`src/rtl/serial_operand_streamer_pkg.sv`:
```
// Shared types and helpers for the serial operand streamer.
// Holds the FSM state encoding and the bit-counter width function.
package serial_operand_streamer_pkg;

    typedef enum logic {
        IDLE  = 1'b0,
        SHIFT = 1'b1
    } state_t;

    // Counter width: enough bits to index WIDTH bits, never zero.
    function automatic int cnt_width(input int w);
        return (w <= 1) ? 1 : $clog2(w);
    endfunction

endpackage

```
`src/rtl/piso_shift_reg.sv`:
```
// Parallel-in serial-out shift register, one bit per shift.
// Ports: clk, rst (sync, high), load, shift, d[WIDTH-1:0], q_bit.
// Zeros are shifted in, so the register is empty once a word drains.
module piso_shift_reg #(
    parameter int WIDTH     = 8,
    parameter bit MSB_FIRST = 1'b1
) (
    input  logic             clk,
    input  logic             rst,
    input  logic             load,
    input  logic             shift,
    input  logic [WIDTH-1:0] d,
    output logic             q_bit
);

    logic [WIDTH-1:0] r_sr;

    always_ff @(posedge clk) begin
        if (rst) begin
            r_sr <= '0;
        end else if (load) begin
            r_sr <= d;
        end else if (shift) begin
            if (MSB_FIRST)
                r_sr <= r_sr << 1;
            else
                r_sr <= r_sr >> 1;
        end
    end

    assign q_bit = MSB_FIRST ? r_sr[WIDTH-1] : r_sr[0];

endmodule

```
`src/rtl/serial_operand_streamer.sv`:
```
// Serialises an operand pair (A, B) bit by bit for a serial comparator.
// Ports: clk, rst, in_valid/in_ready/in_a/in_b (parallel side),
//   out_valid/out_a/out_b/out_first/out_last, cmp_rst (serial side).
// Optional macro SERIAL_OPERAND_STREAMER_RESULT_EN adds cmp_less/eq/
//   greater inputs and res_valid/less/eq/greater captured outputs.
module serial_operand_streamer
    import serial_operand_streamer_pkg::*;
#(
    parameter int WIDTH     = 8,
    parameter bit MSB_FIRST = 1'b1
) (
    input  logic             clk,
    input  logic             rst,
    input  logic             in_valid,
    output logic             in_ready,
    input  logic [WIDTH-1:0] in_a,
    input  logic [WIDTH-1:0] in_b,
    output logic             out_valid,
    output logic             out_a,
    output logic             out_b,
    output logic             out_first,
    output logic             out_last,
    output logic             cmp_rst
`ifdef SERIAL_OPERAND_STREAMER_RESULT_EN
    ,
    input  logic             cmp_less,
    input  logic             cmp_eq,
    input  logic             cmp_greater,
    output logic             res_valid,
    output logic             res_less,
    output logic             res_eq,
    output logic             res_greater
`endif
);

    localparam int            CW   = cnt_width(WIDTH);
    localparam logic [CW-1:0] LAST = CW'(WIDTH - 1);

    state_t        r_state;
    logic [CW-1:0] r_cnt;
    logic          r_valid;
    logic          r_first;
    logic          r_last;
    logic          r_cmp_rst;
    logic          w_xfer;
    logic          w_shift;

    assign in_ready = (r_state == IDLE) & ~rst;
    assign w_xfer   = in_valid & in_ready;
    assign w_shift  = (r_state == SHIFT);

    always_ff @(posedge clk) begin
        if (rst) begin
            r_state   <= IDLE;
            r_cnt     <= '0;
            r_valid   <= 1'b0;
            r_first   <= 1'b0;
            r_last    <= 1'b0;
            r_cmp_rst <= 1'b1;
        end else begin
            unique case (r_state)
                IDLE: begin
                    if (in_valid) begin
                        r_state   <= SHIFT;
                        r_cnt     <= '0;
                        r_valid   <= 1'b1;
                        r_first   <= 1'b1;
                        r_last    <= (LAST == '0);
                        r_cmp_rst <= 1'b0;
                    end
                end
                SHIFT: begin
                    // Always drop back to IDLE after the last bit so
                    // the comparator sees at least one clear cycle.
                    if (r_cnt == LAST) begin
                        r_state   <= IDLE;
                        r_cnt     <= '0;
                        r_valid   <= 1'b0;
                        r_first   <= 1'b0;
                        r_last    <= 1'b0;
                        r_cmp_rst <= 1'b1;
                    end else begin
                        r_cnt   <= r_cnt + CW'(1);
                        r_first <= 1'b0;
                        r_last  <= ((r_cnt + CW'(1)) == LAST);
                    end
                end
                default: begin
                    r_state   <= IDLE;
                    r_cmp_rst <= 1'b1;
                end
            endcase
        end
    end

    // Shift registers drain to zero, so out_a/out_b read 0 in IDLE.
    piso_shift_reg #(
        .WIDTH     (WIDTH),
        .MSB_FIRST (MSB_FIRST)
    ) u_sr_a (
        .clk   (clk),
        .rst   (rst),
        .load  (w_xfer),
        .shift (w_shift),
        .d     (in_a),
        .q_bit (out_a)
    );

    piso_shift_reg #(
        .WIDTH     (WIDTH),
        .MSB_FIRST (MSB_FIRST)
    ) u_sr_b (
        .clk   (clk),
        .rst   (rst),
        .load  (w_xfer),
        .shift (w_shift),
        .d     (in_b),
        .q_bit (out_b)
    );

    assign out_valid = r_valid;
    assign out_first = r_first;
    assign out_last  = r_last;
    assign cmp_rst   = r_cmp_rst;

`ifdef SERIAL_OPERAND_STREAMER_RESULT_EN
    logic r_res_valid;
    logic r_res_less;
    logic r_res_eq;
    logic r_res_greater;

    // Comparator verdict is final during the last bit pair.
    always_ff @(posedge clk) begin
        if (rst) begin
            r_res_valid   <= 1'b0;
            r_res_less    <= 1'b0;
            r_res_eq      <= 1'b0;
            r_res_greater <= 1'b0;
        end else begin
            r_res_valid <= r_last;
            if (r_last) begin
                r_res_less    <= cmp_less;
                r_res_eq      <= cmp_eq;
                r_res_greater <= cmp_greater;
            end
        end
    end

    assign res_valid   = r_res_valid;
    assign res_less    = r_res_less;
    assign res_eq      = r_res_eq;
    assign res_greater = r_res_greater;
`else
    // Result capture is not built in this configuration.
`endif

endmodule

```
`config.mk`:
```
export PLATFORM = sky130hd
export DESIGN_NAME = serial_operand_streamer
export DESIGN_NICKNAME = d
export VERILOG_FILES = /design/src/rtl/serial_operand_streamer_pkg.sv /design/src/rtl/piso_shift_reg.sv /design/src/rtl/serial_operand_streamer.sv
export SDC_FILE = /design/constraint.sdc
export NUM_CORES = 1
export LEC_CHECK = 0
export ABC_AREA = 1
export CORE_AREA = 2 2 51 53
export CTS_CLUSTER_DIAMETER = 150
export CTS_CLUSTER_SIZE = 25
export DETAILED_ROUTE_END_ITERATION = 7
export DIE_AREA = 0 0 53 55
export PLACE_DENSITY = 0.78
export RECOVER_POWER = 50
export SYNTH_ARGS = -nofsm -noshare
export SYNTH_HDL_FRONTEND = slang
export SYNTH_HIERARCHICAL = 1
export SYNTH_SLANG_ARGS = --single-unit
```
`constraint.sdc`:
```
create_clock -name clk -period 2.59 [get_ports clk]
set_clock_uncertainty 0.1 [all_clocks]
set_input_delay 0.518 -clock clk [delete_from_list [all_inputs] [get_ports clk]]
set_output_delay 0.518 -clock clk [all_outputs]
set_load 0.005 [all_outputs]
```
==> results.md <==
* DRT Wirelength at around 2200 um
* Max-slew headroom at 64.1%
* Clk pwr share at 27.2%
* GRT overflow at 0
* Detailed-route DRC error count at 0
* Synth Instances at around 170
* Ratio of cells with drive above 1 in the final layout at 7.22%
* Distinct cells, synth at 17
* Setup TNS at 0 ps
* Final Hold Viols at 0
* DP Wirelength at 1580 um
* WP data arrival at 1690 ps
* Utilization after layout at 60.3%
* Max clock buf depth at 2
* Routed WL per cell at 9.79 um
* Synth Register Bits at 24
* Via Count at 1032
* PD cells at 500 nW/um^2
* Die Span Y at about 55 um
* Clk_lat worst skew at 310 ps
* Critical path endpoint category: output port
* Max incr delay on CP at 500 ps
* Final critical-path share of the clock period at 89.2%
* CTS tree: built
* Buffers and inverters on the worst path at 4
* Fmax at approximately 430 MHz
* Largest net degree at the start of global routing at 21
* Number of global-route vias before repair at roughly 940
* CTS Sinks at 24
* Root Buffer: clkbuf_4
* Crit path max-delay family: buffers and inverters
* Fin crit period at 2310 ps
* Area Growth Syn to Fin at 23.4%
* Ys Warns at 6
* Post-synthesis async set-or-reset flop share at 0%
* Row count at 18
* H-tree depth at 1
* TritonRoute pass-1 iters at 4
* DIE WIDTH at ~53 um
* Port Buffers at 25
* GRT Overall Usage at 17.1%
* Post-CTS setup buffer count at 0
* Cell Area, Synth at 1160 um^2
* Max cap viols at 0
* Setup CP Type: in2out
* Final setup vio count at 0
* Max FO, Critical Path at 5
* Io pins at 26
* Worst-margin pin slew at ~540 ps
* Avg Cell Area, Syn at 6.96 um^2
* Drt via density at roughly 4.6
* Die area at between 2000 and 3000 um^2
* VDD IR max at around 0.35 mV
* Worst setup SP type: primary input
* Post-synthesis sequential area ratio at 41.6%
* Final GP Congestion at 0.742
* Power share of the combinational group at 16.8%
* Worst-path clk slew at 130 ps
* Placed Area at 1430 um^2
* Top FF cell, synth: dfxtp_1
* Starting DRT DRC Count at 10
* Switching power at ~180 uW
* Remaining antenna violation count at 0
* Design area at between 1000 and 1500 um^2
* Inserted Diodes at 0
* First-pass GRT wire length at 3730 um
* Sw Share at 25.0%
* Post_cts resized at 0
* Hold Slack at 353 ps
* Seq pwr share at a little under three fifths
* Critical Path RT at 1970 ps
* Layout Nets at 217
* Status: completed
* EDFF count, synth at 0
* Initial core utilization at between 40% and 50%
* Synth Net Count at around 190
* Final Non-Filler Cells at 224
* Initial antenna violation count at 0
* Internal power at 535 uW
* Hold_buf cts at 0
* CTS Buf Count at 3
* RSZ-0062 raised after global routing: no
* Worst path cell trace: clkdlybuf4s50_1, inv_2, nand2_2, inv_2, clkdlybuf4s50_1
* Critical path's slowest cell: clkdlybuf4s50_1
* Core area at between 2000 and 2500 um^2
* Min-delay worst type: reg2reg
* DP Cell Count at 220
* Pleak at ~0.00074 uW
* Slew Viols, Final at 0
Yosys cell counts, types with 2 or more instances:
cell,number,share of area [%]
nand2_1,65,21
inv_2,5,1.6
nand2_2,2,1.1
nor2_1,5,1.6
a21oi_1,8,3.5
ha_1,3,3.2
nand3_1,21,9.1
buf_4,2,1.3
buf_6,2,1.9
inv_1,22,7.1
nor2_8,2,3.5
dfxtp_1,24,42
metrics by stage:
stage               setup slack (ps)  total power [uW]
CTS                              272               736
floorplan                       1110               482
finish                           281               713
global route                     230               749
detailed placement               273               539
global placement                 285               535
cells in the final DEF, fill, tap and decap left out:
cell type        count
dfxtp_1             24
clkdlybuf4s50_1     19
ha_1                 3
nand2_2              2
a21oi_1              9
clkbuf_8             1
inv_1               23
nor2_1               8
buf_4                3
nand2_1             65
clkbuf_4             3
nand2_4              1
inv_2                4
o21ai_0              1
nand3b_1             1
dlygate4sd3_1        6
nand3_1             21
cell type report:
| cell class | count | area [um^2] |
|---|---|---|
| Sequential cell | 24 | 480 |
| Inverter | 27 | 101 |
| Tap cell | 30 | 37.5 |
| Clock buffer | 4 | 36.3 |
| Timing Repair Buffer | 28 | 273 |
| Multi-Input combinational cell | 111 | 498 |
| Fill cell | 233 | 938 |
state kept, by name, indices dropped and copies added, names as in the netlist:
signal / flops
u_sr_b/r_sr: 8
r_cnt: 3
out_last: 1
cmp_rst: 1
out_valid: 1
out_first: 1
r_state: 1
u_sr_a/r_sr: 8
path summary, 6_finish.rpt:
| check | from | end | slack, ps | depth (start not counted) |
|---|---|---|---|---|
| setup reg to reg | r_state | u_sr_a/r_sr[3] | 880 | 11 |
| hold reg to reg | out_first | out_first | 350 | 2 |
| setup / recovery | rst | in_ready | 280 | 5 |
| hold / removal | out_first | out_first | 350 | 2 |
logic make-up (layout without fill, tap and decap cells):
family	count (synthesis)	after routing	synth area share, %
simple gates	98	98	38.5
buf+inv	31	59	12.0
flops	24	24	41.6
compound gates	10	10	4.65
fa+ha+maj	3	3	3.25
power by group through the flow:
| stage | Combinational, uW | Clock [uW] | Sequential [uW] |
|---|---|---|---|
| 3_3_place_gp | 128 | 0 | 407 |
| 2_1_floorplan | 74.0 | 0 | 408 |
| 4_1_cts | 132 | 204 | 400 |
| 6_report | 120 | 194 | 399 |
| 5_1_grt | 135 | 213 | 402 |
| 3_5_place_dp | 131 | 0 | 408 |
layer usage:
layer | global-route usage, % | up-vias | routed length, um
met5 | 0 | - | 0
met4 | 7.69 | 0 | 20
li1 | - | 561 | -
met2 | 31.5 | 16 | 1040
met1 | 19.7 | 453 | 1040
met3 | 2.69 | 2 | 97
worst min-delay path, cell delays in order, from the launching register on:
cell     delay [ps]
dfxtp_1         330
nand2_1          60
nand2_1          40
Power figures use the tool's default switching activity.
